==> config.mk <==
export PLATFORM = sky130hd
export DESIGN_NAME = pipe_control
export DESIGN_NICKNAME = d
export VERILOG_FILES = /design/src/rtl/pipe_control.sv
export SDC_FILE = /design/constraint.sdc
export NUM_CORES = 1
export LEC_CHECK = 0
export ABC_AREA = 1
export BUFFER_PORTS_ARGS = -buffer_cell sky130_fd_sc_hd__buf_2
export CORE_MARGIN = 5
export CORE_UTILIZATION = 54
export CTS_CLUSTER_DIAMETER = 60
export DETAILED_ROUTE_END_ITERATION = 6
export MAX_ROUTING_LAYER = met4
export PLACE_DENSITY = 0.84
export SLEW_MARGIN = 20
export SYNTH_ARGS = -nofsm -noshare
export SYNTH_HDL_FRONTEND = slang
export SYNTH_SLANG_ARGS = --single-unit
==> constraint.sdc <==
create_clock -name clk -period 2.3 [get_ports clk]
set_clock_uncertainty 0.05 [all_clocks]
set_input_delay 0.23 -clock clk [delete_from_list [all_inputs] [get_ports clk]]
set_output_delay 0.23 -clock clk [all_outputs]
set_load 0.005 [all_outputs]
==> src/rtl/pipe_control.sv <==
// Pipelined control for the filter processor: decodes in ID and carries registered
// control through EX, MEM and WB with load-use stalls, MUL holds and branch flush.
module pipe_control #(
  parameter int REG_AW  = 4,
  parameter int ALU_W   = 6,
  parameter int MUL_LAT = 2
) (
  input  logic              clk,
  input  logic              rst_n,
  input  logic              id_valid,
  input  logic [3:0]        opcode,
  input  logic [1:0]        cmp_flag,
  input  logic [REG_AW-1:0] id_ra,
  input  logic [REG_AW-1:0] id_rb,
  input  logic [REG_AW-1:0] id_rd,
  input  logic              cmp_result,
  output logic              id_ready,
  output logic              re_a,
  output logic              re_b,
  output logic              ex_valid,
  output logic [ALU_W-1:0]  ex_alu_ctrl,
  output logic [1:0]        ex_sel_b,
  output logic              ex_alu_mux,
  output logic [REG_AW-1:0] ex_rd,
  output logic              mem_valid,
  output logic              mem_we,
  output logic              mem_re,
  output logic [REG_AW-1:0] mem_rd,
  output logic              wb_valid,
  output logic              wb_reg_we,
  output logic              wb_sel_data,
  output logic [REG_AW-1:0] wb_rd,
  output logic              branch_taken,
  output logic              flag_q
);

  localparam int CNT_W = (MUL_LAT > 1) ? $clog2(MUL_LAT) : 1;
  localparam logic [CNT_W-1:0] MUL_INIT = CNT_W'(MUL_LAT - 1);
  localparam logic [CNT_W-1:0] CNT_ONE  = CNT_W'(1);

  typedef struct packed {
    logic [ALU_W-1:0] alu_ctrl;
    logic [1:0]       sel_b;
    logic             alu_mux;
    logic             mem_we;
    logic             mem_re;
    logic             reg_we;
    logic             sel_data;
    logic             is_ld;
    logic             is_cmp;
    logic             is_bt;
  } ctrl_t;

  function automatic ctrl_t decode(input logic [3:0] op, input logic [1:0] flag);
    ctrl_t c;
    c        = '0;
    c.reg_we = 1'b1;
    case (op)
      4'd0, 4'd1, 4'd2, 4'd3, 4'd4, 4'd5, 4'd6, 4'd7: c.alu_ctrl = ALU_W'(op);
      4'd8: begin
        c.is_cmp = 1'b1;
        c.reg_we = 1'b0;
        case (flag)
          2'b01:   c.alu_ctrl = ALU_W'(8);
          2'b10:   c.alu_ctrl = ALU_W'(9);
          2'b11:   c.alu_ctrl = ALU_W'(10);
          default: c.alu_ctrl = ALU_W'(63);
        endcase
      end
      4'd9:  c.alu_ctrl = ALU_W'(11);
      4'd10: c.alu_ctrl = ALU_W'(12);
      4'd11: c.alu_mux = 1'b1;
      4'd12: begin
        c.sel_b    = 2'b01;
        c.mem_re   = 1'b1;
        c.sel_data = 1'b1;
        c.is_ld    = 1'b1;
      end
      4'd13: begin
        c.sel_b  = 2'b10;
        c.mem_we = 1'b1;
        c.reg_we = 1'b0;
      end
      4'd14: begin
        c.alu_ctrl = ALU_W'(14);
        c.is_bt    = 1'b1;
        c.reg_we   = 1'b0;
      end
      default: begin
        c.alu_ctrl = ALU_W'(14);
        c.reg_we   = 1'b0;
      end
    endcase
    return c;
  endfunction

  function automatic logic reads_a(input logic [3:0] op);
    return !(op == 4'd11 || op == 4'd14 || op == 4'd15);
  endfunction

  function automatic logic reads_b(input logic [3:0] op);
    return !(op == 4'd6 || op == 4'd11 || op == 4'd12 || op == 4'd14 || op == 4'd15);
  endfunction

  ctrl_t             dec, ctl_p0;
  logic              vld_p0, vld_p1, vld_p2;
  logic [REG_AW-1:0] rd_p0, rd_p1, rd_p2;
  logic              mem_we_p1, mem_re_p1, reg_we_p1, sel_data_p1;
  logic              reg_we_p2, sel_data_p2;
  logic [CNT_W-1:0]  mul_cnt;
  logic              load_use, mul_hold, take;

  assign dec      = decode(opcode, cmp_flag);
  assign re_a     = id_valid & reads_a(opcode);
  assign re_b     = id_valid & reads_b(opcode);
  assign load_use = vld_p0 & ctl_p0.is_ld &
                    ((re_a & (rd_p0 == id_ra)) | (re_b & (rd_p0 == id_rb)));
  assign mul_hold     = (mul_cnt != '0);
  assign branch_taken = vld_p0 & ctl_p0.is_bt & flag_q;
  assign id_ready     = !(load_use | mul_hold);
  // A flushed or stalled ID instruction becomes a bubble in EX.
  assign take         = id_valid & !load_use & !branch_taken;

  always_ff @(posedge clk) begin
    if (!rst_n) begin
      vld_p0      <= 1'b0;
      ctl_p0      <= '0;
      rd_p0       <= '0;
      vld_p1      <= 1'b0;
      mem_we_p1   <= 1'b0;
      mem_re_p1   <= 1'b0;
      reg_we_p1   <= 1'b0;
      sel_data_p1 <= 1'b0;
      rd_p1       <= '0;
      vld_p2      <= 1'b0;
      reg_we_p2   <= 1'b0;
      sel_data_p2 <= 1'b0;
      rd_p2       <= '0;
      mul_cnt     <= '0;
      flag_q      <= 1'b0;
    end else begin
      // ID -> EX
      if (mul_hold) begin
        mul_cnt <= mul_cnt - CNT_ONE;
      end else begin
        vld_p0  <= take;
        ctl_p0  <= take ? dec : '0;
        rd_p0   <= take ? id_rd : '0;
        mul_cnt <= (take && opcode == 4'd2) ? MUL_INIT : '0;
      end
      if (vld_p0 && ctl_p0.is_cmp) flag_q <= cmp_result;
      // EX -> MEM
      vld_p1      <= vld_p0 & !mul_hold;
      mem_we_p1   <= ctl_p0.mem_we & vld_p0 & !mul_hold;
      mem_re_p1   <= ctl_p0.mem_re & vld_p0 & !mul_hold;
      reg_we_p1   <= ctl_p0.reg_we & vld_p0 & !mul_hold;
      sel_data_p1 <= ctl_p0.sel_data & vld_p0 & !mul_hold;
      rd_p1       <= mul_hold ? '0 : rd_p0;
      // MEM -> WB
      vld_p2      <= vld_p1;
      reg_we_p2   <= reg_we_p1;
      sel_data_p2 <= sel_data_p1;
      rd_p2       <= rd_p1;
    end
  end

  assign ex_valid    = vld_p0;
  assign ex_alu_ctrl = ctl_p0.alu_ctrl;
  assign ex_sel_b    = ctl_p0.sel_b;
  assign ex_alu_mux  = ctl_p0.alu_mux;
  assign ex_rd       = rd_p0;
  assign mem_valid   = vld_p1;
  assign mem_we      = mem_we_p1;
  assign mem_re      = mem_re_p1;
  assign mem_rd      = rd_p1;
  assign wb_valid    = vld_p2;
  assign wb_reg_we   = reg_we_p2;
  assign wb_sel_data = sel_data_p2;
  assign wb_rd       = rd_p2;

endmodule

==> run metrics, run 1 <==
Net Count, Synth 238; setup TNS 0 ns; final wirelength 3.42 mm; total gr overflow 0; Post-Synthesis Cells between 200 and 250; Seq/Total Area, Yosys 40.6%; Die Height around 66 µm; Site Rows 20; share of layout cells above drive strength 1 a little under two fifths; Worst Hold Class in2reg; Max FO, Critical Path 5; synth top area cells dfxtp_1 (41%), nand2_1 (11%), nand3_2 (6.6%); Clk Latency, worst-skew pair 0.33 ns; area leader, netlist dfxtp_1; CP startpoint kind flip-flop; First-pass DRT Iterations 4; status finished, final reports clean; most common cell after layout, fill and taps aside buf_2; CTS buffer count 5; drt first-iter violations between 50 and 60; classification of the worst setup path reg2out; Detailed Place HPWL roughly 2.7 mm; fin crit share between 70% and 80%; Unique masters post-synth 28; commonest non-fill, non-tap cells in the layout buf_2 (54), nand2_1 (51), dfxtp_1 (34); clk root buf clkbuf_4; initial antenna violation count 0; Slew Limit Fails 0; RSZ-0062 raised after global routing no; TritonCTS clock tree built; Cell Pwr Density between 500 and 600 mW/mm²; P_leak just over 1 nW; Yosys warnings 0; Clock Tree Buf Depth 2; via count roughly 1500; overall power between 0.001 and 0.0015 W; Critical Path AT 1.51 ns; initial core utilization a little under three fifths; max-cap violations 0; Post-CTS Setup Repair Bufs 0; GPL Wtd Cong around 0.86; placed insts 299; input/output buffers 54; vias in the first global route between 1000 and 1500; crit end category output pin; antenna cells 0; clk slew on worst S/H paths about 0.1 ns; gr usage total between 10% and 20%; FMAX between 500 and 600 MHz; first-pass GRT wire length 5.65 mm; post-cts resize count 0; Max-slew headroom between 70 and 80%; final hold violation count 0; Tmin final 1.79 ns; Worst VDD drop 0.262 mV; synthesis-to-layout area growth 17.2%; Synth Area per Inst between 7 and 8 µm²; Sink Count 34; # hold bufs at CTS 0; synthesized area ~0.0017 mm²; Synth top area share roughly 41%; Routed Antenna Nets 0; largest net degree at the start of global routing 21; Floorplan Core Area 0.00303 mm²; Vias per Instance 4.78; CTS H-tree lvls 2; setup violators final 0; Remaining DRCs 0; nets 286; WL per Instance about 11 µm; die extent in x roughly 66 µm; critical path required time 2.02 ns; Slew @ Worst Pin 0.423 ns; IO Pins between 50 and 60; flops & latches, synth 34; final cell count without fillers 307; DIE AREA 0.00432 mm²
## registers in the layout (all words and copies together), names as in the netlist, 4 cells and up
name,count
ex_alu_ctrl,5
wb_rd,4
mem_rd,4
ctl_p0,5
ex_rd,4
## critical path: stages, from the launching register on
cell     delay [ns]
dfxtp_1        0.42
inv_1          0.09
nand2_1        0.07
nand2_1        0.05
nor2_1         0.15
nand3_2        0.10
nand2_2        0.09
a21oi_1        0.08
buf_2          0.14
## synthesized netlist by cell type (all sizes together)
library cell	instances
and3	1
a21oi	19
nor2	18
nand2	55
nor3	4
ha	2
dfxtp	34
buf	12
nor3b	1
clkbuf	4
o211ai	1
nand4	1
nand3	23
xor2	4
o21ai	2
inv	32
xnor2	1
## kinds of logic (layout without fill, tap and decap cells)
logic type	Yosys count	after routing	synth area share, %
AOI/OAI and AO/OA	22	22	8.95
xor gates and xnor gates	5	5	2.61
DFF	34	34	40.6
adders and majority gates	2	2	1.49
buffers and inverters	48	97	14.3
and+or+nand+nor	103	103	32.1
## power by group
| group | leakage, nW | switching [W] | internal (W) |
|---|---|---|---|
| sequential | 0.276 | 0.0000101 | 0.000602 |
| clock | 0.0353 | 0.000185 | 0.000148 |
| combinational | 0.715 | 0.0000808 | 0.0000580 |
| total | 1.03 | 0.000276 | 0.000808 |
## through the flow
| stage | utilization (%) | cell area [µm²] | setup WS, ns | hold WS [ns] |
|---|---|---|---|---|
| 2_1_floorplan | - | 1680 | 0.975 | 0.323 |
| 3_3_place_gp | 62.9 | 1910 | 0.754 | 0.350 |
| 3_5_place_dp | 62.9 | 1910 | 0.750 | 0.371 |
| 4_1_cts | 64.9 | 1970 | 0.532 | 0.0878 |
| 5_1_grt | 64.9 | 1970 | 0.395 | 0.0928 |
| 6_report | 64.9 | 1970 | 0.514 | 0.0967 |
## path summary, 6_finish.rpt
path	start	to	slack, ns	cells past startpoint
worst max-delay path	ex_rd[0]	id_ready	0.51	8
worst min-delay path	id_rd[2]	ex_rd[2]	0.1	3
worst max register to register	ex_valid	ctl_p0[1]	0.73	5
worst min register to register	mem_rd[3]	wb_rd[3]	0.39	2
## metal layers
| metal | wire length (µm) | GRT usage, % | part of all wire (%) |
|---|---|---|---|
| met5 | 0 | - | 0 |
| met4 | 71 | 8.03 | 2.1 |
| met3 | 324 | 5.81 | 9.5 |
| met2 | 1650 | 28.5 | 48 |
| met1 | 1370 | 19.0 | 40 |
## area by class of cell
class	instances	area, µm²
Inverter	32	120
Clock buffer	7	55.1
Tap cell	44	55.1
Timing Repair Buffer	57	293
Fill cell	258	1060
Sequential cell	34	681
Clock inverter	1	5.00
Multi-Input combinational cell	132	757
Power figures use the tool's default switching activity.
==> run 2: changes to the inputs <==
--- a/config.mk
+++ b/config.mk
@@ -5,14 +5,14 @@
 export SDC_FILE = /design/constraint.sdc
 export NUM_CORES = 1
 export LEC_CHECK = 0
-export ABC_AREA = 1
+export ABC_AREA = 0
 export BUFFER_PORTS_ARGS = -buffer_cell sky130_fd_sc_hd__buf_2
 export CORE_MARGIN = 5
-export CORE_UTILIZATION = 54
+export CORE_UTILIZATION = 43
 export CTS_CLUSTER_DIAMETER = 60
 export DETAILED_ROUTE_END_ITERATION = 6
 export MAX_ROUTING_LAYER = met4
-export PLACE_DENSITY = 0.84
+export PLACE_DENSITY = 0.74
 export SLEW_MARGIN = 20
 export SYNTH_ARGS = -nofsm -noshare
 export SYNTH_HDL_FRONTEND = slang
==> constraint.sdc (replaced) <==
create_clock -name clk -period 1.6 [get_ports clk]
set_clock_uncertainty 0.05 [all_clocks]
set_input_delay 0.16 -clock clk [delete_from_list [all_inputs] [get_ports clk]]
set_output_delay 0.16 -clock clk [all_outputs]
set_load 0.005 [all_outputs]
==> run 2 against run 1 <==
Effect of this change:
- first-iteration DRC count is 19% lower
- non-clock buffer count up 18
- setup slack got worse by 0.60 ns
- the run now ends with setup timing left
- worst hold slack lost 0.042 ns
- largest cell class is now flip-flops and latches
- largest power group unchanged
- critical endpoint unchanged
- critical path type unchanged
- clock-buffer cell count down 1
==> run metrics, run 2 <==
IO Pins 55 (unchanged); Tmin final 1.68 ns; crit end category output pin; global route hottest layer met2; antenna cells 0 (unchanged); Fill cells 311 (+21%); minimum hold slack 0.0547 ns (-0.0420 ns); Worst VDD drop 0.353 mV (+35%); Worst Hold Class in2reg; Clock Tree Buf Depth 2 (unchanged); area leader, netlist dfxtp_1; input/output buffers 54 (unchanged); register-to-register setup slack -0.06 ns (-0.79 ns); Site Rows 21 (+5.0%); flops & latches, synth 34 (unchanged); Post-DP Area 0.00179 mm² (-5.8%); initial antenna violation count 0 (unchanged); Synth top area share 45.9% (+5.3 points); Slew @ Worst Pin 0.599 ns (+0.176 ns); Remaining DRCs 0 (unchanged); Slew Limit Fails 0 (unchanged); RR Endpoint ex_alu_ctrl[4]; WL per Instance 12.9 µm (+15%); switch share 25.5% (+0.094 points); final wirelength 3.29 mm (-3.9%); setup slack after layout -0.0825 ns (-0.597 ns); CP max-delay cell dfxtp_4; Clk Latency, worst-skew pair 0.33 ns (about the same); Unique masters post-synth 35 (+25%); met1 Use GR 17.0% (-2.0 points); share of layout cells above drive strength 1 45.7% (+8.5 points); CTS H-tree lvls 2 (unchanged); Detailed Place HPWL 2.45 mm (-9.5%); P_leak 0.965 nW (-6.0%); fin crit share 105%; Sink Count 34 (unchanged); Reg2Reg Depth 7 (+2); ys flop type dfxtp_1; area used by multi-input combinational logic 672 µm² (-11%); first-pass GRT wire length 5.04 mm (-11%); CP startpoint kind flip-flop; Net Count, Synth 166 (-30%); cells along the critical path xnor2_2 -> nand3_1 -> nor4_4 -> nor3_1 -> buf_2; clk slew on worst S/H paths 0.11 ns (about the same); final hold violation count 0 (unchanged); most common cell in the synthesized netlist dfxtp_1; Post-Synthesis Cells 142 (-34%); RSZ-0062 raised after global routing yes; Die Height 68.7 µm (+4.6%); commonest non-fill, non-tap cells in the layout buf_2 (54), dfxtp_1 (31), buf_4 (16); internal power 0.00120 W (+48%); FF-to-FF Start ex_rd[3]; Yosys warnings 0 (unchanged); CTS buffer count 5 (unchanged); EDFF count, synth 0 (unchanged); critical path required time 1.39 ns (-0.63 ns); clock network fraction of design power 31.3% (+0.6 points); crit path buf inv count 1 (-1); most common cell after layout, fill and taps aside buf_2; vias in the first global route 1169 (-12%); setup violators final 15 (+15); ys async rst share 0% (unchanged); Synth Area per Inst 10.5 µm² (+33%); synthesis-to-layout area growth 32.2%; failing checks setup timing; gr usage total 14.9% (-2.5 points); TritonCTS clock tree built; Final Instance Area 0.00196 mm² (-0.19%); FF+latch area 687 µm² (+0.92%); hold path endpoint flag_q; GPL Wtd Cong 0.783 (-8.6%); Routed Antenna Nets 0 (unchanged); classification of the worst setup path reg2out; die extent in x 68.7 µm (+4.6%); total gr overflow 0 (unchanged); Floorplan Core Area 0.00334 mm² (+10%); Cell Pwr Density 818 mW/mm² (+48%); via count 1214 (-17%); initial core utilization 44.5% (-11 points); status finished, violations left; largest net degree at the start of global routing 18 (-14%); Seq/Total Area, Yosys 45.9% (+5.3 points); FMAX approximately 590 MHz; nets 233 (-19%); Max stage delay on crit path 0.38 ns (-0.04 ns); Max-slew headroom 60.0% (-12 points); Post-synth top cells dfxtp_1 (34), and2_1 (13), a22o_1 (11), buf_4 (10), nand2_1 (10); synthesized area 0.00148 mm² (-11%); drt first-iter violations 42 (-19%); max-cap violations 0 (unchanged); synth top area cells dfxtp_1 (46%), a22o_1 (6.5%), and2_1 (5.5%); First-pass DRT Iterations 4 (unchanged); Largest delay share family, worst path simple AND/OR/NAND/NOR gates; met3 GRT Util 4.05% (-1.8 points); M2 GR Usage 24.4% (-4.1 points); Critical Path AT 1.47 ns (-0.04 ns); Vias per Instance 4.74 (-0.69%); NetSw 0.000410 W (+49%); Hold Crit Depth 3 (unchanged); overall power 0.00160 W (+48%); Max FO, Critical Path 3 (-2); DIE AREA 0.00473 mm² (+9.4%); Combinational Power Share 13.8% (+1.0 points); Seq pwr share 54.9% (-1.6 points); hold path start cmp_result; clk root buf clkbuf_4
-- run 2: final cells by class --
cell class	instances	share of cell area, %
Sequential cell	34	35.0
Timing Repair Buffer	75	23.0
Multi-Input combinational cell	86	34.2
Inverter	7	1.59
Tap cell	46	2.93
Clock buffer	6	2.61
Clock inverter	2	0.638
-- run 2: cell families (layout without fill, tap and decap cells) --
| family | Yosys count | in the layout | share of synthesized area (%) |
|---|---|---|---|
| simple gates | 48 | 48 | 20.4 |
| flops | 34 | 34 | 45.9 |
| compound gates | 27 | 27 | 15.8 |
| buf+inv | 22 | 90 | 11.0 |
| fa+ha+maj | 2 | 2 | 1.69 |
| xor+xnor | 9 | 9 | 5.31 |
-- run 2: worst max-delay path by stage --
stage | from | end | slack, ns | depth (start not counted)
6_report | ex_rd[0] | id_ready | -0.08 | 5
4_1_cts | ex_rd[0] | id_ready | -0.10 | 5
2_1_floorplan | ex_rd[3] | ex_rd[0] | 0.003 | 6
3_3_place_gp | ex_rd[3] | mul_cnt | -0.06 | 5
3_5_place_dp | opcode[2] | mul_cnt | -0.09 | 6
5_1_grt | ex_rd[0] | id_ready | -0.19 | 5
-- run 2: power by group through the flow --
stage | Combinational (W) | Sequential, W | Clock [W]
final | 0.000222 | 0.000880 | 0.000503
after detailed placement | 0.000201 | 0.000899 | 0
after global routing | 0.000244 | 0.000884 | 0.000555
after global placement | 0.000198 | 0.000899 | 0
after CTS | 0.000219 | 0.000881 | 0.000520
after floorplan | 0.000118 | 0.000900 | 0
-- run 2: repair_timing --
action	in CTS	in global routing
setup buffers	2	1
hold buffers	4	0
pin swaps	6	2
hold endpoints to repair	4	0
resized for setup	3	5
endpoints found under the setup margin	16	15
-- run 2: stage by stage --
stage / util, % / setup TNS, ns / cells / setup slack [ns]
after floorplan: - / 0 / 142 / 0.00323
after global placement: 53.8 / -0.395 / 241 / -0.0636
after detailed placement: 53.8 / -0.760 / 241 / -0.0914
after CTS: 57.8 / -0.105 / 255 / -0.105
after global routing: 58.8 / -1.74 / 256 / -0.186
final: 58.8 / -0.457 / 256 / -0.0825
-- run 2: layer usage --
metal | up-vias | routed length, µm
met2 | 49 | 1570
met4 | 0 | 47
met5 | - | 0
li1 | 617 | -
met3 | 5 | 290
met1 | 543 | 1380
-- run 2: worst min-delay path, cell delays in order --
cell,delay [ns]
buf_2,0.10
nand3_1,0.07
a21boi_0,0.07
